### config.mk
export PLATFORM = sky130hd
export DESIGN_NAME = vfpu_result_buffer
export DESIGN_NICKNAME = d
export VERILOG_FILES = /design/src/rtl/vfpu_result_buffer_pkg.sv /design/src/rtl/vfpu_credit_ctr.sv /design/src/rtl/vfpu_result_buffer.sv
export SDC_FILE = /design/constraint.sdc
export NUM_CORES = 1
export LEC_CHECK = 0
export BUFFER_PORTS_ARGS = -buffer_cell sky130_fd_sc_hd__buf_2
export CELL_PAD_IN_SITES_DETAIL_PLACEMENT = 1
export CELL_PAD_IN_SITES_GLOBAL_PLACEMENT = 1
export CORE_ASPECT_RATIO = 2
export CORE_UTILIZATION = 49
export CTS_CLUSTER_DIAMETER = 150
export DETAILED_ROUTE_END_ITERATION = 6
export HOLD_SLACK_MARGIN = 0.02
export PLACE_DENSITY_LB_ADDON = 0.1
export SLEW_MARGIN = 30
export SYNTH_ARGS = -nofsm -noshare
export SYNTH_HDL_FRONTEND = slang
export SYNTH_SLANG_ARGS = --single-unit
### constraint.sdc
create_clock -name clk_i -period 3.05 [get_ports clk_i]
set_input_delay 0.61 -clock clk_i [delete_from_list [all_inputs] [get_ports clk_i]]
set_output_delay 0.61 -clock clk_i [all_outputs]
set_load 0.02 [all_outputs]
### src/rtl/vfpu_result_buffer_pkg.sv
// Shared types for the vfpu result buffer: FP word, flag bundle and buffered entry layout.
package vfpu_result_buffer_pkg;

  localparam int unsigned VFPU_RESBUF_DEPTH = 4;

  typedef logic [31:0] fp_t;

  typedef struct packed {
    logic nv;
    logic dz;
    logic of;
    logic uf;
    logic nx;
  } flags_vfpu_t;

  typedef struct packed {
    fp_t         result;
    flags_vfpu_t flags;
  } vfpu_resbuf_entry_t;

endpackage

### src/rtl/vfpu_credit_ctr.sv
// In-flight operation counter; grants a credit only while a buffer slot is still unreserved.
module vfpu_credit_ctr #(
  parameter int unsigned DEPTH = 4,
  parameter int unsigned CNT_W = $clog2(DEPTH + 1)
) (
  input  logic             clk_i,
  input  logic             rst_ni,
  input  logic             clear_i,
  input  logic             issue_i,
  input  logic             done_i,
  input  logic [CNT_W-1:0] count_i,
  output logic [CNT_W-1:0] inflight_o,
  output logic             issue_ready_o
);

  localparam int unsigned SUM_W = CNT_W + 1;

  logic [CNT_W-1:0] inflight_q, inflight_d;
  logic [SUM_W-1:0] credSum;
  logic             issueAcc;

  // Reserved slots are stored entries plus results still inside vfpu.
  assign credSum       = {1'b0, count_i} + {1'b0, inflight_q};
  assign issue_ready_o = credSum < SUM_W'(DEPTH);
  assign issueAcc      = issue_i & issue_ready_o;
  assign inflight_o    = inflight_q;

  always_comb begin
    inflight_d = inflight_q;
    if (issueAcc && !done_i && inflight_q != CNT_W'(DEPTH)) begin
      inflight_d = inflight_q + CNT_W'(1);
    end else if (!issueAcc && done_i && inflight_q != '0) begin
      inflight_d = inflight_q - CNT_W'(1);
    end
  end

  always_ff @(posedge clk_i) begin
    if (!rst_ni) begin
      inflight_q <= '0;
    end else if (clear_i) begin
      inflight_q <= '0;
    end else begin
      inflight_q <= inflight_d;
    end
  end

endmodule

### src/rtl/vfpu_result_buffer.sv
// Result FIFO behind vfpu: captures results on done, streams them out on valid/ready,
// and feeds back issue credits since vfpu itself cannot be stalled.
module vfpu_result_buffer
  import vfpu_result_buffer_pkg::*;
#(
  parameter int unsigned DEPTH = VFPU_RESBUF_DEPTH,
  parameter int unsigned CNT_W = $clog2(DEPTH + 1)
) (
  input  logic             clk_i,
  input  logic             rst_ni,
  input  logic             clear_i,
  input  logic             issue_i,
  output logic             issue_ready_o,
  input  fp_t              result_i,
  input  flags_vfpu_t      flags_i,
  input  logic             done_i,
  output logic             out_valid_o,
  input  logic             out_ready_i,
  output fp_t              out_data_o,
  output flags_vfpu_t      out_flags_o,
  output logic [CNT_W-1:0] count_o,
  output logic [CNT_W-1:0] inflight_o,
  output logic             overflow_o
);

  localparam int unsigned PTR_W = (DEPTH > 1) ? $clog2(DEPTH) : 1;

  vfpu_resbuf_entry_t mem_q [DEPTH];

  logic [PTR_W-1:0] wrPtr_q, wrPtr_d, rdPtr_q, rdPtr_d;
  logic [CNT_W-1:0] count_q, count_d;
  logic             overflow_q, overflow_d;
  logic [CNT_W-1:0] inflight;
  logic             doneErr, pushEn, popEn, outValid;

  assign outValid = count_q != '0;
  // A done with no matching credit, or into a full FIFO, is dropped and flagged.
  assign doneErr  = done_i & ~clear_i & ((inflight == '0) | (count_q == CNT_W'(DEPTH)));
  assign pushEn   = done_i & ~clear_i & ~doneErr;
  assign popEn    = outValid & out_ready_i & ~clear_i;

  vfpu_credit_ctr #(
    .DEPTH (DEPTH),
    .CNT_W (CNT_W)
  ) u_credit (
    .clk_i         (clk_i),
    .rst_ni        (rst_ni),
    .clear_i       (clear_i),
    .issue_i       (issue_i),
    .done_i        (pushEn),
    .count_i       (count_q),
    .inflight_o    (inflight),
    .issue_ready_o (issue_ready_o)
  );

  always_comb begin
    wrPtr_d    = wrPtr_q;
    rdPtr_d    = rdPtr_q;
    count_d    = count_q;
    overflow_d = overflow_q | doneErr;
    if (pushEn) begin
      wrPtr_d = (wrPtr_q == PTR_W'(DEPTH - 1)) ? '0 : wrPtr_q + PTR_W'(1);
    end
    if (popEn) begin
      rdPtr_d = (rdPtr_q == PTR_W'(DEPTH - 1)) ? '0 : rdPtr_q + PTR_W'(1);
    end
    if (pushEn && !popEn) begin
      count_d = count_q + CNT_W'(1);
    end else if (!pushEn && popEn) begin
      count_d = count_q - CNT_W'(1);
    end
  end

  always_ff @(posedge clk_i) begin
    if (!rst_ni) begin
      wrPtr_q    <= '0;
      rdPtr_q    <= '0;
      count_q    <= '0;
      overflow_q <= 1'b0;
    end else if (clear_i) begin
      wrPtr_q    <= '0;
      rdPtr_q    <= '0;
      count_q    <= '0;
      overflow_q <= 1'b0;
    end else begin
      wrPtr_q    <= wrPtr_d;
      rdPtr_q    <= rdPtr_d;
      count_q    <= count_d;
      overflow_q <= overflow_d;
    end
  end

  // Storage carries no reset; only the pointers decide what is visible.
  always_ff @(posedge clk_i) begin
    if (rst_ni && pushEn) begin
      mem_q[wrPtr_q] <= '{result: result_i, flags: flags_i};
    end
  end

  assign out_valid_o = outValid;
  assign out_data_o  = outValid ? mem_q[rdPtr_q].result : '0;
  assign out_flags_o = outValid ? mem_q[rdPtr_q].flags : '0;
  assign count_o     = count_q;
  assign inflight_o  = inflight;
  assign overflow_o  = overflow_q;

endmodule
Word-level counts from Yosys, hierarchy flattened
Memory sizes are Yosys's and may differ from the RTL's. A register that Yosys moved wholly into a read port is not among the register bits.
Index checks and enable logic that the tools add are counted.
{"block": "totals", "regBits": 11, "latchBits": 0, "mem_bits_ro": 0, "elab_cells": 57, "inputBits": 43, "n_memories": 1, "output_inout_bits": 46, "ramBits": 148}
{"block": "op_classes", "n_mul": 0, "div_mod_pow": 0, "reduce_logical": 16, "addsub": 7, "shift": 0, "eq_ne": 4, "muxes": 12, "bitwise": 11, "magnitude_cmp": 1}
{"name": "mem_q", "depth": 4, "word_bits": 37, "read_ports": 1, "rd_ports_with_merged_regs": 1, "write_ports": 1, "line": "vfpu_result_buffer.sv:28", "rtl": "vfpu_resbuf_entry_t mem_q [DEPTH];"}
{"cell": "$mux W32", "count": 1}
{"cell": "$mux W3", "count": 4}
{"cell": "$mux W2", "count": 4}
{"cell": "$logic_and A1 B1 Y1", "count": 7}
{"cell": "$add A3 B1 Y3 const B", "count": 2}
{"cell": "$and A1 B1 Y1", "count": 6}
{"cell": "$reduce_bool A3 Y1", "count": 2}
{"cell": "$sub A3 B1 Y3 const B", "count": 2}
{"cell": "$mux W5", "count": 1}
{"cell": "$add A2 B1 Y2 const B", "count": 2}
{"cell": "$add A3 B3 Y4", "count": 1}
{"cell": "$eq A2 B2 Y1 const B", "count": 2}
{"cell": "$lt A4 B3 Y1 const B", "count": 1}
{"cell": "$reduce_bool A2 Y1", "count": 2}
{"cell": "$eq A3 B3 Y1 const B", "count": 1}
{"cell": "$logic_not A1 Y1", "count": 3}
{"cell": "$logic_not A3 Y1", "count": 1}
{"cell": "$ne A3 B3 Y1 const B", "count": 1}
{"cell": "$not A1 Y1", "count": 3}
{"cell": "$mux W1", "count": 2}
{"cell": "$or A1 B1 Y1", "count": 2}
{"cell": "$reduce_or A2 Y1", "count": 1}

Logic depth before layout (Yosys ltp)
Gate-level depths: netlist of run 1.
{"block": "depth", "depth_word": 9, "ltp_mapped": 10}

Modules after synthesis
A second synthesis of run 1 with hierarchy kept.
{"block": "hier_totals", "cells_unflattened": 321, "area_unflattened_um2": 6466.2}
{"mod": "vfpu_result_buffer", "seq_area_each_um2": 4644.5, "n_inst": 1, "area_per_inst_um2": 6180.9, "cells_each": 292}
{"mod": "vfpu_credit_ctr", "seq_area_each_um2": 60.1, "n_inst": 1, "area_per_inst_um2": 285.3, "cells_each": 29}

Least setup slack after synthesis of run 1
OpenSTA, ideal clock, no wires.
{"block": "synth_timing", "path_kind": "input-to-reg", "startpoint": "input port done_i", "endpoint": "memory mem_q[0][0] (netlist name), enable pin", "n_path_buf": 1, "slack_ns": 0.592, "path_stages": 4, "arrival_time_ns": 2.060, "setup_time_ns": 0.398, "required_ns": 2.652, "cell_sequence": "nor2b_1 -> o311a_2 -> buf_6 -> and3_1"}
{"block": "synth_via", "elab_chain_len": 7}
{"element": "from (decl)", "line": "vfpu_result_buffer.sv:16", "rtl": "input logic done_i,"}
{"element": "$and A1 B1 Y1 (*)", "line": "vfpu_result_buffer.sv:38, vfpu_result_buffer.sv:39"}
{"element": "$and A1 B1 Y1", "line": "vfpu_result_buffer.sv:38", "rtl": "assign doneErr = done_i & ~clear_i & ((inflight == '0) | (count_q == CNT_W'(DEPTH)));"}
{"element": "$not A1 Y1", "line": "vfpu_result_buffer.sv:39", "rtl": "assign pushEn = done_i & ~clear_i & ~doneErr;"}
{"element": "$and A1 B1 Y1 (*)", "line": "vfpu_result_buffer.sv:39"}
{"element": "named net pushEn", "line": "vfpu_result_buffer.sv:34", "rtl": "logic doneErr, pushEn, popEn, outValid;"}
{"element": "$logic_and A1 B1 Y1 (*)", "line": "vfpu_result_buffer.sv:95", "rtl": "if (rst_ni && pushEn) begin"}
{"element": "$mux W1 (*)", "line": "vfpu_result_buffer.sv:95"}
{"element": "$mux W1 (not written as such) (*)", "line": "vfpu_result_buffer.sv:96", "rtl": "mem_q[wrPtr_q] <= '{result: result_i, flags: flags_i};"}
{"element": "to (decl)", "line": "vfpu_result_buffer.sv:28"}
The timed path passes the listed nets; every way through them passes the cells marked *.

==> results.txt, run 1 <==
- Dividing the final minimum period by the clock period gives 0.892.
- Routability Congestion: 0.685
- The worst pin sits at a relative slew slack of 0.608.
* MaxCap Viol Count: 0
- The number of hold violations in the final report is 0.
- Clock tree root driver cell: sky130_fd_sc_hd__clkbuf_16
- The flow ran to the end, and the final reports show no timing, DRC or antenna violations.
- After clock tree synthesis, the setup repair step added 0 buffers.
* Mean instance size in the synthesized netlist: roughly 20 sq um
- The worst path needs 2720 ps of the cycle, external delays included.
* Detailed Route Iter0 Violations: between 150 and 200
- Traced cell by cell, the critical path runs through buf_4 -> mux4_2 -> and2_1 -> buf_2.
- H-tree depth: 4
- Worst min-delay path startpoint: result_i[8]
- TritonCTS clock tree: done
- Setup TNS: 0 ps
- Initial Utilization: 0.504
* Avg Vias per Cell: approximately 5.5
- The routed layout has ~3.2k vias.
- No sink is reached through more buffers than the 2 on the longest clock path.
- Cell area after synthesis: 6330 sq um
- Cell area power density: slightly above 600 nW/um^2
- Asr flop ratio synth: 0
* Portion of the post-synthesis area used by sequential elements: 0.743
* Total wire length: approximately 12 mm
* Wire per inst: ~21 um
* Placement Cell Area: roughly 7000 sq um
* Layout Skew: ~9.4 ps
* Dpl hpwl: ~7.8 mm
- Synthesized flop and latch total: 161
- In the final layout, the multi-input gates occupy 1550 sq um.
* Clock slew seen by the registers of the worst setup and hold paths: about 60 ps
* GRT Overall Usage: 0.210
- # diodes: 0
- Initial antenna violation count: 1
* Slack of the worst reg-to-reg path: approximately 380 ps
- Synth Warn #: 0
- The later pin in the worst-skew pair is clocked with a latency of approximately 410 ps.
- By startpoint and endpoint, the worst setup path is classified as reg -> out.
* Standby leakage power: between 2 and 3 nW
- Final Max Slew Viols: 0
- Synthesized net count: around 370
- Drt first pass iters: 4
- Among all stages on the critical path, the largest delay is contributed by sky130_fd_sc_hd__dfxtp_2.
* Total setup violations reported at the end of the flow: 0
- Die Ht: around 160 um
- For this run, the top clock speed supported by timing is 368 MHz.
- Counting instances, the worst hold path has a depth of 1.
- Maximum vdd ir drop: 0.485 mV
* First-pass GRT wire length: slightly below 20 mm
* Final global-route overflow total: 0
- Peak per-stage delay on the critical path: 700 ps
- Die Wd: roughly 82 um
- Summing all non-filler instances in the final layout gives an area of 7610 sq um.
* Pin count of the biggest net entering global routing: 40
- Data arrives at the worst endpoint at roughly 2100 ps.
* Number of cell instances on the worst register-to-register path: 9
* Unrepaired setup endpoints after global routing: no
- Startpoint of the lowest-slack register-to-register path: u_credit.inflight_o[2]
* Overall power of the completed layout: about 4.7 mW
- STA classifies the critical path endpoint as an output pin.
* Area Overhead vs Synth: 20.1%
- At the worst endpoint, the required time is between 2000 and 2500 ps.
- Buffers placed on the I/O ports in this run total 88.
- Number of buffers added to fix hold violations after cts: 0
* Layout Nets: approximately 470
- Most used DFF post-synth: sky130_fd_sc_hd__edfxtp_1
* Crit Path Max Fanout: 21
* Type of origin of the critical path: flip-flop
- The number of different library cells used by synthesis comes to 38.
* Sequential standard cell area: between 4000 and 5000 sq um
- For the pin with the worst max-slew slack, the measured transition is between 500 and 600 ps.
- The number of global-route vias before repair was about 3.6k.
- The synthesized design contains roughly 150 enable-type register cells.
- Row Count: 58
- DRC violations left: 0
- Post-CTS repair changed the size of 0 cells.
- Detail Route Antenna Nets: 0
- Inserted Clock Buffers: 17
- Area enclosed by the die boundary: about 13,000 sq um
* Endpoint of the lowest-slack register-to-register path: u_credit.inflight_o[2]
* Path category of the worst min-delay check: in -> reg
- Hold-critical path endpoint: mem_q[0][13]
- Of the cells placed in the final design, the portion with a size suffix greater than 1 is 0.412.
- Floorplan core area: between 10,000 and 15,000 sq um
* Clock tree sinks: between 150 and 200
* Top-level port count: between 80 and 90
* Fill cell total of the finished layout: ~1.2k
- Synthesis handed over a netlist of roughly 320 instances.
[stage by stage]
stage / hold slack (ps) / util / cells / worst slack (ps)
after detailed placement: 471 / 0.559 / 549 / 466
after CTS: 394 / 0.606 / 580 / 267
after global routing: 398 / 0.606 / 580 / 187
after floorplan: 454 / - / 315 / 592
final: 409 / 0.606 / 580 / 330
after global placement: 459 / 0.559 / 549 / 659
[flip-flops by register name (all words and copies together), names as in the netlist, named ones only]
signal,count
count_o,3
mem_q,148
overflow_o,1
rdPtr_q,2
u_credit.inflight_o,3
wrPtr_q,2
[worst max path at each step]
stage / slack, ps / cells after the start / to
6_report: 330 / 4 / out_data_o[0]
3_3_place_gp: 660 / 9 / u_credit.inflight_o[2]
2_1_floorplan: 590 / 4 / mem_q[0][0]
5_1_grt: 190 / 10 / u_credit.inflight_o[2]
3_5_place_dp: 470 / 9 / u_credit.inflight_o[2]
4_1_cts: 270 / 4 / out_data_o[0]
[critical path: cells and delay by family, from the launching register on]
family	cells	cell delay, ps
AND/OR/NAND/NOR	1	180
buffers and inverters	2	490
multiplexers	1	320
flip-flops	1	700
[report_power, final]
part | switching, mW | total, mW | internal (mW)
registers | 0.0109 | 2.43 | 2.42
clock network | 0.852 | 2.07 | 1.22
logic | 0.129 | 0.217 | 0.0882
total | 0.992 | 4.72 | 3.73
[synth_stat cells, drive strengths merged (2+ instances only)]
cell type  instances  share of area
inv                3         0.0018
or3                2         0.0022
dfxtp             13          0.041
clkbuf             6         0.0038
and2              37          0.037
and3               5         0.0049
ha                 8          0.016
nor2              10         0.0059
fa                 2         0.0063
nand3              2         0.0016
nor3               3         0.0032
edfxtp           148           0.70
o21ai              2         0.0016
a21oi              4         0.0032
nor4b              2         0.0028
mux2i              3         0.0047
or3b               2         0.0028
mux4              37           0.13
xor2               3         0.0042
buf                8         0.0071
nand2              4         0.0024
[final cells by class]
class | count | share of cell area
Inverter | 3 | 0.00148
Tap cell | 150 | 0.0247
Clock buffer | 18 | 0.0564
Clock inverter | 13 | 0.0202
Multi-Input combinational cell | 137 | 0.204
Timing Repair Buffer | 98 | 0.0743
Sequential cell | 161 | 0.619
[layout by cell type (no fill, tap or decap), types with 3 or more instances in the layout]
master / n
sky130_fd_sc_hd__mux4_2: 37
sky130_fd_sc_hd__nand2_1: 4
sky130_fd_sc_hd__buf_12: 4
sky130_fd_sc_hd__clkinvlp_4: 4
sky130_fd_sc_hd__a21oi_1: 4
sky130_fd_sc_hd__and3_2: 4
sky130_fd_sc_hd__xor2_1: 3
sky130_fd_sc_hd__edfxtp_1: 148
sky130_fd_sc_hd__mux2i_1: 3
sky130_fd_sc_hd__clkbuf_16: 17
sky130_fd_sc_hd__dfxtp_1: 11
sky130_fd_sc_hd__buf_2: 88
sky130_fd_sc_hd__nor2_1: 10
sky130_fd_sc_hd__inv_1: 3
sky130_fd_sc_hd__ha_1: 8
sky130_fd_sc_hd__inv_6: 4
sky130_fd_sc_hd__buf_4: 6
sky130_fd_sc_hd__and2_1: 37
[kinds of logic (layout without fill, tap and decap cells)]
group	count (synthesis)	after routing	share of synthesized area
flops	161	161	0.743
simple gates	71	71	0.0668
mux	41	41	0.139
buf+inv	17	132	0.0126
compound gates	11	11	0.0113
fa+ha+maj	10	10	0.0221
xor+xnor	4	4	0.00553
[metal layers]
layer	up-vias	GRT usage	wire length, um
met3	15	0.0476	393
met2	70	0.375	7080
met1	1654	0.238	4760
li1	1460	-	-
met4	2	0.0750	195
met5	-	0	13
Note: power is estimated with default switching activity, not from simulation.
==> run 2, diff against run 1 <==
--- a/config.mk
+++ b/config.mk
@@ -10,6 +10,7 @@
 export CELL_PAD_IN_SITES_GLOBAL_PLACEMENT = 1
 export CORE_ASPECT_RATIO = 2
 export CORE_UTILIZATION = 49
+export CTS_BUF_LIST = sky130_fd_sc_hd__clkbuf_16
 export CTS_CLUSTER_DIAMETER = 150
 export DETAILED_ROUTE_END_ITERATION = 6
 export HOLD_SLACK_MARGIN = 0.02
==> results.txt, run 2 (synthesis gave the netlist of run 1 again) <==
- The met2 usage in global routing came to 0.375 (unchanged).
* Fraction of final layout cells with drive strength greater than 1: 0.412 (unchanged)
- The portion of the clock cycle consumed by the worst path in the final layout is 0.892 (unchanged).
- The number of buffers inserted for hold repair after clock tree synthesis came to 0 (unchanged).
* Clock tree root driver cell: sky130_fd_sc_hd__clkbuf_16
- Area Overhead vs Synth: 20.1% (unchanged)
* Number of buffers inserted by port buffering: 88 (unchanged)
- Most frequent cells in the layout: 148 x sky130_fd_sc_hd__edfxtp_1, 88 x sky130_fd_sc_hd__buf_2, 37 x sky130_fd_sc_hd__mux4_2, 37 x sky130_fd_sc_hd__and2_1, 17 x sky130_fd_sc_hd__clkbuf_16
* Worst-case headroom to the max-slew limit: 0.608 (unchanged)
- The initial antenna violation count is 1 (unchanged).
- Drt first pass iters: 4 (unchanged)
- Worst-skew pair later-pin latency: 410 ps (about the same)
- The number of remaining DRC errors is 0 (unchanged).
- Max Fclk: 368 MHz (unchanged)
- Vias in the first global route: 3,615 (unchanged)
- Flip-flop count of the largest register after layout: 148 (unchanged)
- Number of hold violations in the final report: 0 (unchanged)
* Initial Utilization: 0.504 (unchanged)
* Transition time at the pin with the least slew margin: 588 ps (unchanged)
* Row Count: 58 (unchanged)
* Setup TNS: 0 ps (unchanged)
- Most common library cell in the layout ignoring fill and taps: sky130_fd_sc_hd__edfxtp_1
* Worst path required time: 2440 ps (about the same)
- The total congestion overflow is 0 (unchanged).
- The met3 usage came to 0.0476 (unchanged).
- Final Max Slew Viols: 0 (unchanged)
- GRT Overall Usage: 0.210 (unchanged)
- Unrepaired setup endpoints after global routing: no
* # diodes: 0 (unchanged)
- The longest individual stage delay on the worst path came to 700 ps (about the same).
- The global-route wire length before repair came to 19.6 mm (unchanged).
- Ordered cell list for the critical path: buf_4 -> mux4_2 -> and2_1 -> buf_2
- The final-layout fill cell count came to 1,154 (unchanged).
- The global placer's final weighted congestion was 0.685 (unchanged).
- Critical path data arrival time: 2110 ps (about the same)
* Die Ht: 163 um (unchanged)
- Pin count of the biggest net entering global routing: 40 (unchanged)
* Area enclosed by the die boundary: 13,400 sq um (unchanged)
* Path category of the worst min-delay check: in -> reg
- Layout Nets: 471 (unchanged)
- Total setup violations reported at the end of the flow: 0 (unchanged)
- The final clock skew is 9.38 ps (unchanged).
- STA classifies the critical path endpoint as an output pin.
* Avg Vias per Cell: 5.52 (unchanged)
- By startpoint and endpoint, the worst setup path is classified as reg -> out.
- Cell with the largest stage delay on the worst path: sky130_fd_sc_hd__dfxtp_2
- Global routing's busiest layer: met2
- mem_q holds more flip-flops than any other register.
* Crit Path Max Fanout: 21 (unchanged)
* Detailed Route Iter0 Violations: 181 (unchanged)
* TritonCTS clock tree: done
- Status: finished, final reports clean
* Floorplan core area: 12,600 sq um (unchanged)
- Clock slew seen by the registers of the worst setup and hold paths: 60 ps (about the same)
* Total wire length: 12.4 mm (about the same)
- Die Wd: 82.4 um (unchanged)
- The average wire per cell in the routed design came to 21.5 um (about the same).
* Count of instances resized after the clock tree is built: 0 (unchanged)
* Cell area power density: 620 nW/um^2 (about the same)
- Detail Route Antenna Nets: 0 (unchanged)
- The maximum vdd drop came to 0.485 mV (about the same).
- The minimum clock period was 2720 ps (unchanged).
- STA classifies the critical path startpoint as a flip-flop.
- Clock tree sinks: 161 (unchanged)
- The maximum clock insertion buffer count came to 2 (unchanged).
- Standby leakage power: 2.71 nW (+0.15%)
- The number of maximum-capacitance constraint violations came to 0 (unchanged).
- Dpl hpwl: 7.83 mm (unchanged)
- Top-level port count: 89 (unchanged)
- Routed via count: 3,201 (unchanged)
- Share of the core filled with cells: 0.606 (unchanged)
- Inserted Clock Buffers: 17 (unchanged)
* Post-CTS Repair Setup Buffers: 0 (unchanged)
- H-tree depth: 4 (unchanged)
* Met1 track demand over resource in global routing: 0.238 (unchanged)
[run 2: worst paths after layout]
kind / start / end / slack, ps / depth (start not counted)
worst max-delay path: flip-flop / out_data_o[0] / 330 / 4
worst min-delay path: result_i[8] / mem_q[0][13] / 410 / 1
worst max register to register: u_credit.inflight_o[2] / u_credit.inflight_o[2] / 380 / 9
worst min register to register: overflow_o / overflow_o / 480 / 2
[run 2: stage by stage]
step           setup slack (ps)  instance area, sq um  cells  power (mW)  hold WS, ps
2_1_floorplan               592                  6330    315        2.60          454
3_3_place_gp                659                  7020    549        2.69          459
3_5_place_dp                466                  7020    549        2.70          471
4_1_cts                     267                  7610    580        4.77          394
5_1_grt                     187                  7610    580        4.87          398
6_report                    330                  7610    580        4.72          409
[run 2: power breakdown]
part	internal (mW)	switching [mW]
Sequential	2.42	0.0109
Combinational	0.0882	0.129
Clock	1.21	0.852
Total	3.72	0.992
[run 2: layer usage]
metal,vias to the layer above,part of all wire
li1,1460,-
met3,15,0.032
met1,1654,0.38
met2,70,0.57
met4,2,0.016
met5,-,0.0010
[run 2: layout make-up]
type	instances	area, sq um	share of cell area
Clock inverter	14	158	0.0207
Tap cell	150	188	0.0247
Multi-Input combinational cell	137	1550	0.204
Clock buffer	17	425	0.0559
Inverter	3	11.3	0.00148
Sequential cell	161	4710	0.619
Timing Repair Buffer	98	566	0.0743
[run 2: critical path, delay by kind of cell, from the launching register on]
family                 cells  cell delay (ps)
DFF                        1              700
buffers and inverters      2              490
muxes                      1              320
and+or+nand+nor            1              180
